[src/rtl/eth_wb_cmd_master.sv]
// rtl/eth_wb_cmd_master.sv - Wishbone classic master with command FIFO, ack timeout and sticky MAC interrupt
module eth_wb_cmd_master #(
    parameter int ADDR_W  = 8,
    parameter int DATA_W  = 32,
    parameter int DEPTH   = 4,
    parameter int TIMEOUT = 255
) (
    input  logic              clk,
    input  logic              rst,
    input  logic              cmd_valid,
    output logic              cmd_ready,
    input  logic              cmd_we,
    input  logic [ADDR_W-1:0] cmd_adr,
    input  logic [DATA_W-1:0] cmd_dat,
    output logic              rsp_valid,
    input  logic              rsp_ready,
    output logic [DATA_W-1:0] rsp_dat,
    output logic              rsp_err,
    output logic [ADDR_W-1:0] wb_adr_o,
    output logic [DATA_W-1:0] wb_dat_o,
    output logic              wb_we_o,
    output logic              wb_stb_o,
    output logic              wb_cyc_o,
    input  logic [DATA_W-1:0] wb_dat_i,
    input  logic              wb_ack_i,
    input  logic              wb_int_i,
    input  logic              irq_clr,
    output logic              irq_o
);
    localparam int AW = $clog2(DEPTH);
    localparam int CW = $clog2(TIMEOUT + 1);
    localparam int EW = 1 + ADDR_W + DATA_W;
    localparam logic [CW-1:0] CNT_LAST = CW'(TIMEOUT - 1);

    typedef enum logic [1:0] {IDLE, REQ, RSP} state_t;

    state_t        state;
    logic [EW-1:0] mem [DEPTH];
    logic [AW:0]   wr_ptr;
    logic [AW:0]   rd_ptr;
    logic          full;
    logic          empty;
    logic          push;
    logic          pop;
    logic [EW-1:0] head;
    logic [CW-1:0] cnt;
    logic          int_q;
    logic          int_prev;

    // Extra pointer MSB distinguishes full from empty when the indices match.
    assign empty     = (wr_ptr == rd_ptr);
    assign full      = (wr_ptr[AW] != rd_ptr[AW]) && (wr_ptr[AW-1:0] == rd_ptr[AW-1:0]);
    assign cmd_ready = !full;
    assign push      = cmd_valid && !full;
    assign pop       = (state == IDLE) && !empty;
    assign head      = mem[rd_ptr[AW-1:0]];

    always_ff @(posedge clk) begin
        if (push) begin
            mem[wr_ptr[AW-1:0]] <= {cmd_we, cmd_adr, cmd_dat};
        end
    end

    always_ff @(posedge clk or negedge rst) begin
        if (!rst) begin
            wr_ptr <= '0;
            rd_ptr <= '0;
        end else begin
            if (push) begin
                wr_ptr <= wr_ptr + (AW + 1)'(1);
            end
            if (pop) begin
                rd_ptr <= rd_ptr + (AW + 1)'(1);
            end
        end
    end

    always_ff @(posedge clk or negedge rst) begin
        if (!rst) begin
            state     <= IDLE;
            cnt       <= '0;
            wb_adr_o  <= '0;
            wb_dat_o  <= '0;
            wb_we_o   <= 1'b0;
            wb_stb_o  <= 1'b0;
            wb_cyc_o  <= 1'b0;
            rsp_valid <= 1'b0;
            rsp_dat   <= '0;
            rsp_err   <= 1'b0;
        end else begin
            case (state)
                IDLE: begin
                    if (!empty) begin
                        {wb_we_o, wb_adr_o, wb_dat_o} <= head;
                        wb_cyc_o <= 1'b1;
                        wb_stb_o <= 1'b1;
                        cnt      <= '0;
                        state    <= REQ;
                    end
                end
                REQ: begin
                    // Ack is checked first so it wins over a simultaneous timeout.
                    if (wb_ack_i) begin
                        wb_cyc_o  <= 1'b0;
                        wb_stb_o  <= 1'b0;
                        rsp_dat   <= wb_we_o ? '0 : wb_dat_i;
                        rsp_err   <= 1'b0;
                        rsp_valid <= 1'b1;
                        state     <= RSP;
                    end else if (cnt == CNT_LAST) begin
                        wb_cyc_o  <= 1'b0;
                        wb_stb_o  <= 1'b0;
                        rsp_dat   <= '0;
                        rsp_err   <= 1'b1;
                        rsp_valid <= 1'b1;
                        state     <= RSP;
                    end else begin
                        cnt <= cnt + CW'(1);
                    end
                end
                RSP: begin
                    if (rsp_ready) begin
                        rsp_valid <= 1'b0;
                        state     <= IDLE;
                    end
                end
                default: state <= IDLE;
            endcase
        end
    end

    // Rising edge of the registered interrupt sets the flag; set beats clear.
    always_ff @(posedge clk or negedge rst) begin
        if (!rst) begin
            int_q    <= 1'b0;
            int_prev <= 1'b0;
            irq_o    <= 1'b0;
        end else begin
            int_q    <= wb_int_i;
            int_prev <= int_q;
            if (int_q && !int_prev) begin
                irq_o <= 1'b1;
            end else if (irq_clr) begin
                irq_o <= 1'b0;
            end
        end
    end
endmodule
[config.mk]
export PLATFORM = sky130hd
export DESIGN_NAME = eth_wb_cmd_master
export DESIGN_NICKNAME = d
export VERILOG_FILES = /design/src/rtl/eth_wb_cmd_master.sv
export SDC_FILE = /design/constraint.sdc
export NUM_CORES = 1
export LEC_CHECK = 0
export ABC_AREA = 1
export ABC_CLOCK_PERIOD_IN_PS = 4400
export CELL_PAD_IN_SITES_DETAIL_PLACEMENT = 1
export CELL_PAD_IN_SITES_GLOBAL_PLACEMENT = 1
export CORE_MARGIN = 5
export CORE_UTILIZATION = 43
export DETAILED_ROUTE_END_ITERATION = 6
export MAX_ROUTING_LAYER = met4
export PLACE_DENSITY = 0.76
export REMOVE_ABC_BUFFERS = 1
export SLEW_MARGIN = 15
export SYNTH_ARGS = -nofsm -noshare
export SYNTH_HDL_FRONTEND = slang
export SYNTH_SLANG_ARGS = --single-unit
export TNS_END_PERCENT = 10
[constraint.sdc]
create_clock -name clk -period 4.4 [get_ports clk]
set_input_delay 0.44 -clock clk [delete_from_list [all_inputs] [get_ports clk]]
set_output_delay 0.44 -clock clk [all_outputs]
set_load 0.01 [all_outputs]
==> results of run 1 <==
[cell usage after synthesis, drive strengths merged]
cell type  instances  area, µm²
o21bai             1       7.51
ha                 7       87.6
o22ai             42        263
clkbuf            20       78.8
nor3               1       5.00
xnor2              3       33.8
edfxtp           164       4920
dfrtp             95       2380
buf               27        216
nand3             48        240
nand3b             1       7.51
nand4              1       6.26
a21o               1       7.51
nor2              96        360
inv               23       86.3
or2                1       6.26
o21a               1       7.51
xor2               3       26.3
nand2            236        891
o21ai             85        425
[cells in the final DEF (no fill, tap or decap), drive strengths merged, types with 12 or more instances in the layout]
| cell type | synthesis | routed |
|---|---|---|
| nand3 | 48 | 48 |
| o21ai | 85 | 85 |
| nor2 | 96 | 96 |
| nand2 | 236 | 236 |
| clkinv | 0 | 15 |
| dfrtp | 95 | 95 |
| clkdlybuf4s50 | 0 | 157 |
| clkbuf | 20 | 28 |
| inv | 23 | 23 |
| buf | 27 | 12 |
| edfxtp | 164 | 164 |
| o22ai | 42 | 42 |
[where the power goes]
group / switching [mW] / leakage, nW / internal, mW
combinational: 2.05 / 1.97 / 1.23
sequential: 0.317 / 2.71 / 3.34
clock: 0.938 / 0.433 / 1.35
[registers in the layout (all words and copies together) (netlist names), 2 cells and up]
| signal | count |
|---|---|
| state | 2 |
| cnt | 8 |
| rsp_dat | 32 |
| wr_ptr | 3 |
| rd_ptr | 3 |
| wb_adr_o | 8 |
| mem | 164 |
| wb_dat_o | 32 |
[area by class of cell]
| class | instances | area [µm²] |
|---|---|---|
| fill | 2450 | 10500 |
| sequential | 259 | 7300 |
| multi-input combinational | 527 | 2410 |
| timing repair buffer | 169 | 1660 |
| clock buffer | 28 | 679 |
| tap | 319 | 399 |
| clock inverter | 21 | 201 |
| inverter | 23 | 86.3 |
| antenna | 1 | 2.50 |
[kinds of logic (layout without fill, tap and decap cells)]
| logic type | count (synthesis) | in the layout | share of synthesized area (%) |
|---|---|---|---|
| fa+ha+maj | 7 | 7 | 0.871 |
| simple gates | 384 | 384 | 15.1 |
| other cells | 0 | 1 | 0 |
| xor+xnor | 6 | 6 | 0.597 |
| compound gates | 130 | 130 | 7.07 |
| flops | 259 | 259 | 72.6 |
| buf+inv | 70 | 241 | 3.79 |
[path summary, 6_finish.rpt]
check                          start     endpoint  slack (ns)  depth (start not counted)
max in group asynchronous        rst    rd_ptr[0]        3.35                          2
min in group clk            wb_int_i        int_q        0.37                          1
max                        wr_ptr[1]   mem[2][13]        1.62                          7
min reg2reg                    int_q     int_prev        0.40                          0
max reg2reg                wr_ptr[1]   mem[2][13]        1.62                          7
min                              rst  rsp_dat[28]        0.01                          1
[routing by layer]
metal  vias to the layer above  track usage (%)
li1                       3229                -
met1                      3505             26.5
met2                       225             35.3
met3                        33             4.30
met4                         0             4.04
met5                         -                -
[per-stage QoR]
| step | utilization [%] | hold WS, ns | setup slack (ns) | total power [mW] |
|---|---|---|---|---|
| floorplan | - | 0.144 | 0.195 | 5.34 |
| global placement | 51.0 | 0.359 | 1.54 | 6.84 |
| detailed placement | 51.0 | 0.389 | 1.43 | 7.01 |
| CTS | 54.8 | 0.0505 | 1.58 | 9.35 |
| global route | 54.8 | 0.0890 | 1.42 | 9.84 |
| finish | 54.8 | 0.0149 | 1.62 | 9.23 |
==> qor.yml, run 1 <==
status: "finished clean"
drive_gt1_share_pct: 6.62
placed_cell_area_um2: 11900
grt_overflow: 0
gp_congestion: 0.728
grt_max_degree: 86
fin_nets: 1094
min_period_ns: 2.78
dp_cells: 1297
place_hpwl_mm: 17.0
tns_ns: 0
highest_layer: "met4"
grt_pass1_vias: 7684
fin_cells: 1347
worst_pin_slew_ns: 1.07
ant_nets: 0
worstSetupPathType: "flop to flop"
pin_count: 159
p_leak_nw: 5.11
cts_tree: "built"
start_kind: "flop"
clk_latency_ns: 0.52
wire_per_inst_um: 20.0
start_util_pct: 43.2
hold_viol: 0
worstPathCellList: "inv_1 > nand2_1 > nand2_1 > nand3_1 > nand2_1 > nor2_4 > buf_4"
netlist_area_um2: 10100
yosysWarnings: 0
dr.pass1.iters: 4
path_clk_slew_ns: 0.06
grt_antenna_before_repair: 1
stdcell_area_um2: 12700
period_share_pct: 63.2
worstPathMaxFanout: 28
wl_met3_mm: 1.70
synthDistinctLibCells: 27
hp-class: "input pin to async pin"
met2_length_mm: 13.4
wl_met1_mm: 11.5
cp_top_family: "simple AND/OR/NAND/NOR gates"
cp_common_cell: "nand2_1"
peakVddDrop_mv: 0.360
die_x_um: 163
syn2layout_area_growth_pct: 26.7
drt-total-wl_mm: 27.0
cts_buffer_depth: 3
ctsHtreeMaxLevel: 1
cts_resized: 0
endpoint_kind: "flop"
track_usage_pct: 20.9
maxCapViolations: 0
ys_ff_latch: 259
critical_path_arrival_ns: 2.98
post_cts_buffers: 0
relSlewSlack_pct: 28.2
coreArea_um2: 23300
first_iter_violations: 470
setup_viol: 0
skew_ns: 0.0141
finalMaxSlewViolations: 0
cts.sinks: 259
avgSynthCellArea_um2: 11.8
cpPeakStageDelay_ns: 0.93
p_per_area_nw_per_um2: 724
rsz0062_at_grt: "no"
cts.root.buffer_cell: "clkbuf_16"
die-area_um2: 26600
die-height_um: 163
hold_buffers: 0
grt_pass1_wl_mm: 42.6
rows: 56
synthesis.instances: 856
drcViolationCount: 0
ys_seq_area_share_pct: 72.6
worstPathRequired_ns: 4.60
io_buffer_count: 158
via_per_inst: 5.19
cts_buffers: 27
crit_buf_inv: 2
timing.fmax_mhz: 360
vias: 6992
slowest_stage: "nor2_4"
Power figures use the tool's default switching activity.
==> run 2, diff against run 1 <==
--- a/config.mk
+++ b/config.mk
@@ -6,7 +6,7 @@
 export NUM_CORES = 1
 export LEC_CHECK = 0
 export ABC_AREA = 1
-export ABC_CLOCK_PERIOD_IN_PS = 4400
+export ABC_CLOCK_PERIOD_IN_PS = 2800
 export CELL_PAD_IN_SITES_DETAIL_PLACEMENT = 1
 export CELL_PAD_IN_SITES_GLOBAL_PLACEMENT = 1
 export CORE_MARGIN = 5
==> constraint.sdc (replaced) <==
create_clock -name clk -period 2.8 [get_ports clk]
set_input_delay 0.28 -clock clk [delete_from_list [all_inputs] [get_ports clk]]
set_output_delay 0.28 -clock clk [all_outputs]
set_load 0.01 [all_outputs]
==> run 2 against run 1 <==
Compared with the run above: sequential cell count is the same; utilization grew 0.60 points; critical endpoint is now cmd_ready; via count grew 0.43%; die area is the same; register-to-register slack lost 1.1 ns; power grew 60%; sequential share of layout area shrank 0.62 points; largest cell class unchanged; first-iteration DRC count shrank 9.1%; hold slack gained 0.18 ns; sequential power grew 58%.
==> qor.yml, run 2 (same netlist as run 1, synthesis figures left out) <==
stdcell_area_um2: 12900
peakVddDrop_mv: 0.581
clk_latency_ns: 0.52
drt-total-wl_mm: 27.0
timing.fmax_mhz: 437
rows: 56
gp_congestion: 0.774
cp_common_cell: "nand2_1"
setup_viol: 0
start_kind: "flop"
pin_count: 159
whs_endpoint: "int_q"
gr-usage-met1_pct: 27.1
most-common-layout-cells: "nand2_1 (233), edfxtp_1 (164), clkdlybuf4s50_1 (157), dfrtp_1 (94), nor2_1 (91)"
layout_commonest_cell: "nand2_1"
worst_pin_slew_ns: 0.847
worstPathMaxFanout: 10
finalPower_mw: 14.8
worstPathRequired_ns: 2.52
use_met2_pct: 35.4
cts_resized: 0
rsz0062_at_grt: "no"
p_leak_nw: 5.19
cts.root.buffer_cell: "clkbuf_16"
place_hpwl_mm: 17.0
grt_max_degree: 70
critical_path_arrival_ns: 2.01
io_buffer_count: 158
min_delay_path_depth: 1
cts_buffer_depth: 3
period_share_pct: 81.6
share_comb_of_total_power_pct: 35.3
worstPathCellList: "inv_2 > nand2_1 > nand2_1 > nand3_1 > clkdlybuf4s50_1"
finalMaxSlewViolations: 0
hp-start: "wb_int_i"
drcViolationCount: 0
worstSetupPathType: "flop to output port"
grt_antenna_before_repair: 0
grt_pass1_wl_mm: 43.0
seq_power_share_pct: 39.1
crit_buf_inv: 2
ctsHtreeMaxLevel: 1
p_per_area_nw_per_um2: 1150
slowest_stage: "clkdlybuf4s50_1"
cp_top_family: "buffers and inverters"
grt_pass1_vias: 7700
track_usage_pct: 21.0
die-area_um2: 26600
hold_buffers: 1
finish.utilization_pct: 55.4
skew_ns: 0.00961
syn2layout_area_growth_pct: 28.1
via_per_inst: 5.19
p_int_mw: 9.60
die-height_um: 163
coreArea_um2: 23300
vias: 7022
p_sw_share_pct: 34.9
r2r-end: "mem[2][17]"
grt_overflow: 0
maxCapViolations: 0
switchingPower_mw: 5.16
hold_viol: 0
placed_cell_area_um2: 11900
start_util_pct: 43.2
hp-class: "input pin to flop"
cts.sinks: 259
min_period_ns: 2.29
endpoint_kind: "output port"
drive_gt1_share_pct: 7.15
largest_register_ffs: 164
ant_nets: 0
dr.pass1.iters: 4
die_x_um: 163
post_cts_buffers: 0
cts_buffers: 26
nFillCells: 2427
p_clk_share_pct: 25.6
first_iter_violations: 427
grt_busiest_layer: "met2"
gr-usage-met3_pct: 3.70
relSlewSlack_pct: 43.5
fin_nets: 1102
reg2reg_from: "rd_ptr[1]"
num_antenna_cells: 0
reg2reg_slack_ns: 0.56
path_clk_slew_ns: 0.06
wire_per_inst_um: 20.0
cpPeakStageDelay_ns: 0.61
r2r_cells: 7
status: "finished clean"
cts_tree: "built"
==> run 2: cell types whose count changed in the layout (fill, tap and decap cells not counted), sizes merged <==
cell,change
clkinv,-8
diode,-1
buf,+8
clkinvlp,-2
clkbuf,+7
dlygate4sd3,+1
bufinv,+2
==> run 2: per-layer routing <==
metal / up-vias / routed length, µm
met1: 3502 / 11700
met3: 50 / 1490
met2: 221 / 13300
met4: 0 / 515
li1: 3249 / -
met5: - / 0
==> run 2: per-stage QoR <==
| step | TNS, ns | worst slack [ns] | hold WS [ns] | std cells |
|---|---|---|---|---|
| after floorplan | -259.45 | -1.41 | -0.0156 | 809 |
| after global placement | 0 | 0.674 | 0.278 | 1305 |
| after detailed placement | 0 | 0.595 | 0.283 | 1305 |
| after CTS | 0 | 0.467 | 0.182 | 1354 |
| after global routing | 0 | 0.384 | 0.188 | 1354 |
| final | 0 | 0.514 | 0.198 | 1354 |
==> run 2: worst max-delay path by stage <==
stage	slack [ns]	from	to	cells after the start
floorplan	-1.41	rd_ptr[0]	mem[0][0]	4
global route	0.38	rd_ptr[1]	mem[2][17]	7
detailed placement	0.60	rd_ptr[1]	mem[2][26]	7
CTS	0.47	rd_ptr[1]	cmd_ready	5
global placement	0.67	cmd_valid	mem[3][26]	4
finish	0.51	rd_ptr[1]	cmd_ready	5
==> run 2: power groups by stage <==
stage / Clock (mW) / Combinational (mW) / Sequential [mW]
finish: 3.78 / 5.21 / 5.77
global route: 4.02 / 5.80 / 5.89
floorplan: 0 / 2.29 / 6.10
detailed placement: 0 / 5.23 / 5.83
CTS: 3.85 / 5.34 / 5.78
global placement: 0 / 5.02 / 5.77
==> run 2: cell type report <==
type,count,area [µm²],area share (%)
clock inverters,13,215,1.67
repair buffers,178,1740,13.5
flip-flops and latches,259,7300,56.7
inverters,23,86.3,0.670
multi-input cells,527,2410,18.7
clock buffers,35,726,5.63
well taps,319,399,3.10
